### config.mk
export PLATFORM = sky130hd
export DESIGN_NAME = mmio_store_monitor
export DESIGN_NICKNAME = d
export VERILOG_FILES = /design/src/rtl/mmio_mon_pkg.sv /design/src/rtl/mmio_mon_fifo.sv /design/src/rtl/mmio_store_monitor.sv
export SDC_FILE = /design/constraint.sdc
export NUM_CORES = 1
export LEC_CHECK = 0
export CAP_MARGIN = 15
export CORE_MARGIN = 4
export CORE_UTILIZATION = 25
export DETAILED_ROUTE_END_ITERATION = 8
export PLACE_DENSITY = 0.45
export SLEW_MARGIN = 20
export SYNTH_ARGS = -nofsm -noshare
export SYNTH_HDL_FRONTEND = slang
export SYNTH_SLANG_ARGS = --single-unit
### constraint.sdc
create_clock -name clk -period 2.75 [get_ports clk]
set_clock_uncertainty 0.2 [all_clocks]
set_input_delay 0.55 -clock clk [delete_from_list [all_inputs] [get_ports clk]]
set_output_delay 0.55 -clock clk [all_outputs]
set_load 0.02 [all_outputs]
### src/rtl/mmio_mon_pkg.sv
// Shared types and defaults for the MMIO store monitor: window geometry,
// FIFO entry layout and the default window, done address and pass value.
package mmio_mon_pkg;

  localparam int WIN_BYTES = 32;
  localparam int OFF_W     = 3;
  localparam int DATA_W    = 32;

  localparam logic [31:0] DEF_MMIO_BASE = 32'h0000_0060;
  localparam logic [31:0] DEF_DONE_ADR  = 32'h0000_0064;
  localparam logic [31:0] DEF_EXPECT    = 32'h0000_0007;

  typedef struct packed {
    logic [OFF_W-1:0]  offset;
    logic [DATA_W-1:0] data;
  } mon_entry_t;

  // Word offset of a byte address inside the 32-byte window.
  function automatic logic [OFF_W-1:0] win_offset(input logic [31:0] adr);
    return adr[OFF_W+1:2];
  endfunction

endpackage

### src/rtl/mmio_mon_fifo.sv
// Synchronous FIFO of monitor entries; pointers carry one extra wrap bit so
// full and empty are distinguished without a separate occupancy counter.
module mmio_mon_fifo
  import mmio_mon_pkg::*;
#(
  parameter int DEPTH = 4
) (
  input  logic       clk,
  input  logic       rst_n,
  input  logic       i_push,
  input  mon_entry_t i_push_data,
  input  logic       i_pop,
  output logic       o_full,
  output logic       o_empty,
  output mon_entry_t o_head
);

  localparam int AW = $clog2(DEPTH);
  localparam logic [AW:0] PTR_ONE = {{AW{1'b0}}, 1'b1};

  mon_entry_t r_mem [DEPTH];
  logic [AW:0] r_wr_ptr;
  logic [AW:0] r_rd_ptr;
  logic        w_do_push;
  logic        w_do_pop;

  assign o_empty = (r_wr_ptr == r_rd_ptr);
  assign o_full  = (r_wr_ptr[AW-1:0] == r_rd_ptr[AW-1:0]) &&
                   (r_wr_ptr[AW] != r_rd_ptr[AW]);

  // A push into a full FIFO is only legal when the head leaves on the same edge.
  assign w_do_pop  = i_pop & ~o_empty;
  assign w_do_push = i_push & (~o_full | w_do_pop);

  assign o_head = r_mem[r_rd_ptr[AW-1:0]];

  always_ff @(posedge clk or negedge rst_n) begin
    if (!rst_n) begin
      r_wr_ptr <= '0;
      r_rd_ptr <= '0;
    end else begin
      if (w_do_push) r_wr_ptr <= r_wr_ptr + PTR_ONE;
      if (w_do_pop)  r_rd_ptr <= r_rd_ptr + PTR_ONE;
    end
  end

  always_ff @(posedge clk) begin
    if (w_do_push) r_mem[r_wr_ptr[AW-1:0]] <= i_push_data;
  end

endmodule

### src/rtl/mmio_store_monitor.sv
// Observes core stores, queues MMIO-window stores and latches the done/pass
// verdict. Define MMIO_MON_BYPASS_EN to present a store on an empty FIFO in
// the same cycle instead of one cycle later.
module mmio_store_monitor
  import mmio_mon_pkg::*;
#(
  parameter int          DEPTH     = 4,
  parameter logic [31:0] MMIO_BASE = DEF_MMIO_BASE,
  parameter logic [31:0] DONE_ADR  = DEF_DONE_ADR,
  parameter logic [31:0] EXPECT    = DEF_EXPECT
) (
  input  logic        clk,
  input  logic        reset,
  input  logic        MemWrite,
  input  logic [31:0] Adr,
  input  logic [31:0] WriteData,
  output logic        out_valid,
  input  logic        out_ready,
  output logic [2:0]  out_offset,
  output logic [31:0] out_data,
  output logic        done,
  output logic        pass,
  output logic        overflow,
  output logic [15:0] store_count
);

  logic       w_in_win;
  logic       w_is_done;
  logic       w_byp;
  logic       w_push;
  logic       w_pop;
  logic       w_full;
  logic       w_empty;
  mon_entry_t w_new;
  mon_entry_t w_head;

  logic        r_done;
  logic        r_pass;
  logic        r_overflow;
  logic [15:0] r_count;

  assign w_in_win  = MemWrite && (Adr[31:5] == MMIO_BASE[31:5]) && (Adr[1:0] == 2'b00);
  assign w_is_done = MemWrite && (Adr == DONE_ADR);
  assign w_new     = '{offset: win_offset(Adr), data: WriteData};

`ifdef MMIO_MON_BYPASS_EN
  assign w_byp = w_in_win & w_empty;
`else
  assign w_byp = 1'b0;
`endif

  // A bypassed store taken by the consumer never touches the FIFO.
  assign w_push = w_in_win & ~(w_byp & out_ready);
  assign w_pop  = out_ready & ~w_empty;

  mmio_mon_fifo #(
    .DEPTH (DEPTH)
  ) u_fifo (
    .clk         (clk),
    .rst_n       (reset),
    .i_push      (w_push),
    .i_push_data (w_new),
    .i_pop       (w_pop),
    .o_full      (w_full),
    .o_empty     (w_empty),
    .o_head      (w_head)
  );

  assign out_valid = ~w_empty | w_byp;

  always_comb begin
    out_offset = '0;
    out_data   = '0;
    if (!w_empty) begin
      out_offset = w_head.offset;
      out_data   = w_head.data;
    end else if (w_byp) begin
      out_offset = w_new.offset;
      out_data   = w_new.data;
    end
  end

  always_ff @(posedge clk or negedge reset) begin
    if (!reset) begin
      r_done     <= 1'b0;
      r_pass     <= 1'b0;
      r_overflow <= 1'b0;
      r_count    <= '0;
    end else begin
      if (w_is_done && !r_done) begin
        r_done <= 1'b1;
        r_pass <= (WriteData == EXPECT);
      end
      if (w_in_win && w_full && !w_pop) r_overflow <= 1'b1;
      if (MemWrite && (r_count != 16'hFFFF)) r_count <= r_count + 16'd1;
    end
  end

  assign done        = r_done;
  assign pass        = r_pass;
  assign overflow    = r_overflow;
  assign store_count = r_count;

endmodule

==> summary.txt <==
Global routing
  – Vias in the first global route: ~4300
  – Largest net degree at the start of global routing: 38
  – GRT Total Usage: approximately 11%
  – GRT overflow: 0
  – Initial antenna violation count: 3
  – First-pass GRT wire length: around 26 mm

Clock tree
  – CTS tree: built
  – CTS buffer count: 17
  – Clock Latency Late Sink: about 0.42 ns
  – H-tree levels: 4
  – Sink Count: ~170
  – Clk root buf: clkbuf_16
  – Hold Buf Count CTS: 0
  – Clock Path Buffers: 2
  – Reg clk slew, reported paths: ~0.070 ns

Detailed routing
  – Post-route ant nets: 0
  – DR WL/cell: between 15 and 20 µm
  – Post-route DRC: 0
  – Starting DRT DRC Count: between 150 and 200
  – Drt first pass iters: 4
  – Vias/cell: ~4.4
  – Final wirelength: roughly 17 mm
  – Vias after detailed routing: 3838

Yosys
  – Top_reg_cell synth: edfxtp_1
  – Synth warn: 0
  – Count of cell types in the netlist: 43
  – FF+latch count, synth: ~170
  – Mapped Area: around 6900 µm²
  – Mapped Nets: around 430
  – Async SR Flop Fraction: ~15%
  – Post-synth top area share: just over 60%
  – Mapped Cells: between 300 and 400
  – Cell taking the most area after synthesis: edfxtp_1
  – Synth Area per Inst: between 15 and 20 µm²
  – Register area share after synthesis: a little over two thirds
  – EDFF count, synth: 140
  – Top cells by area, synth: edfxtp_1, mux4_2, dfrtp_1, and2_1, xor2_1

Timing
  – Final setup vio count: 0
  – Fmax: approximately 0.37 GHz
  – Final min period: between 2 and 3 ns
  – WHS: ~0.27 ns
  – Slew Viols, Final: 0
  – Worst slew pin tran: 0.4077 ns
  – Fin Setup TNS: 0 ns
  – Crit share post-route: between 90 and 100%
  – Unrepaired setup endpoints after global routing: true
  – Relative slew slack: 72.57%
  – Hold Vio Cnt, Final: 0

Worst setup path
  – Critical path's most frequent cell: buf_6
  – Crit path largest cell delay: 0.50 ns
  – Critical Path End Type: output port
  – CP arrival: 1.98 ns
  – Worst r2r dst: u_fifo.r_mem[1][4]
  – Type of origin of the critical path: register
  – Worst R2R Start: u_fifo.r_rd_ptr[0]
  – WS Path Type: register to output port
  – Cells on worst reg2reg path: 6
  – CP Cell Sequence: buf_6, buf_12, buf_8, mux4_2, and2_4, buf_6
  – CP Max Fanout: 6
  – CP required: about 2 ns
  – Flop2flop setup slack: around 0.6 ns
  – Slowest CP cell: mux4_2

Pwr
  – VDD IR max: 407.9 µV
  – Leak: 3.365 nW
  – Pwr Density: between 900 and 1000 nW/µm²

Floorplan
  – IO Pins: ~120
  – Vert. Die Dim: 173.7 µm
  – Initial Utilization: between 20% and 30%
  – Die width: between 150 and 200 µm
  – Die footprint: 30160 µm²
  – Core area: 26950 µm²
  – Row cnt: 60

Layout
  – Area delta synth->final: 38.10%
  – Nets: ~590
  – Share of cells above drive strength 1: around a third
  – Post-route cell area: 9474 µm²
  – Post-layout util: 35.15%
  – Final non-filler cell total: 873

Place
  – DP Area: about 8700 µm²
  – # placed instances: between 800 and 900
  – Hpwl dp: roughly 11 mm
  – Port Buffers: about 120
  – Placer Congestion: 0.7030

Worst hold path
  – Worst hold start: overflow
  – Worst hold stages: 1
  – Hold EP: overflow
  – Hold Path Class: register to register

Flow run
  – Max-Cap Viols: 0

Run status
  – Status: complete, no violations
## timing repair
action / CTS / global route
cloned: 2 / 2
endpoints found under the setup margin: 36 / 30
buffers inserted: 10 / 0
pin swaps: 3 / 7
gates resized for setup: 159 / 46
## power breakdown
part	internal [mW]	total, mW	leakage, nW	switching, mW
sequential	2.79	2.90	1.58	0.104
clock	1.37	2.40	0.292	1.03
combinational	1.79	3.32	1.49	1.53
total	5.96	8.62	3.36	2.66
## logic make-up (layout without fill, tap and decap cells)
| group | Yosys count | after routing | share of synthesized area (%) |
|---|---|---|---|
| other | 0 | 1 | 0 |
| AOI/OAI and AO/OA | 11 | 11 | 1.040 |
| buffers and inverters | 17 | 190 | 1.222 |
| and+or+nand+nor | 98 | 98 | 11.00 |
| muxes | 41 | 41 | 12.47 |
| adders and majority gates | 6 | 6 | 1.094 |
| xor gates and xnor gates | 20 | 20 | 2.772 |
| DFF | 165 | 165 | 70.40 |
## layer usage
layer,share of wire (%),global-route usage (%)
met5,0.16,0
met4,1.1,2.903
met3,5.1,3.991
met2,50,18.68
met1,43,13.96
## state kept, by name, summed over array words and instances, names as in the netlist
register         cells
u_fifo.r_mem       140
done                 1
u_fifo.r_wr_ptr      3
overflow             1
u_fifo.r_rd_ptr      3
store_count         16
pass                 1
## cell usage after synthesis, types with 3 or more instances
cell        n
mux2_1      4
nor2_1      4
and2_1     39
nand2_1     8
nand4_1     6
edfxtp_1  140
buf_2       4
mux4_2     35
nor4_4      3
xor2_1     14
nand3_1     7
clkbuf_1    4
xnor2_1     4
dfrtp_1    25
ha_1        6
inv_1       3
buf_1       3
nor4_1      9
a21oi_1     6
## worst max-delay path, delay by kind of cell, from the launching register on
kind | cells | cell delay [ns]
buffers and inverters | 4 | 0.48
flip-flops | 1 | 0.41
AND/OR/NAND/NOR | 1 | 0.17
multiplexers | 1 | 0.50
## area by class of cell
cell class	instances	area (µm²)
Fill cell	2564	17480
Inverter	3	11.26
Clock inverter	13	162.7
Antenna cell	1	2.502
Tap cell	341	426.7
Sequential cell	165	4832
Timing Repair Buffer	155	1597
Clock buffer	19	432.9
Multi-Input combinational cell	176	2009
## how the worst max path moves through the flow
| stage | startpoint | endpoint | slack [ns] | depth (start not counted) |
|---|---|---|---|---|
| 5_1_grt | u_fifo.r_rd_ptr[0] | out_data[25] | -0.06 | 6 |
| 3_3_place_gp | MemWrite | u_fifo.r_mem[3][7] | -0.04 | 5 |
| 6_report | u_fifo.r_rd_ptr[0] | out_data[25] | 0.02 | 6 |
| 2_1_floorplan | Adr[20] | u_fifo.r_mem[3][0] | -0.24 | 3 |
| 4_1_cts | u_fifo.r_rd_ptr[0] | out_offset[0] | -0.05 | 6 |
| 3_5_place_dp | MemWrite | u_fifo.r_mem[3][15] | -0.03 | 5 |
## cells in the final DEF, fill, tap and decap left out, types with 2 or more instances in the layout
master,instances
nor4_4,3
nand3_1,7
nor3_1,2
nand4_1,6
buf_6,15
xor2_1,14
clkbuf_1,2
buf_2,16
nor4b_4,3
dfrtp_2,2
clkbuf_16,19
inv_6,6
nand2_1,8
buf_12,11
nor3_4,2
clkinv_4,2
bufinv_16,2
and4_1,2
ha_1,6
mux2_1,4
mux4_2,35
and2_1,16
mux2_2,2
buf_4,22
xnor2_2,2
nor4_1,9
a21oi_1,6
a211oi_1,2
edfxtp_1,140
dfrtp_1,23
nand4_4,2
clkdlybuf4s50_1,86
and2_2,3
nor2_1,4
inv_1,3
xnor2_1,4
and2_4,20
## stage by stage
step	worst slack, ns	power (mW)
6_report	0.02175	8.616
2_1_floorplan	-0.2399	4.600
4_1_cts	-0.05191	8.448
3_5_place_dp	-0.03205	5.968
5_1_grt	-0.05913	9.051
3_3_place_gp	-0.03576	5.959
No activity file was read; power rests on OpenSTA's default activity.
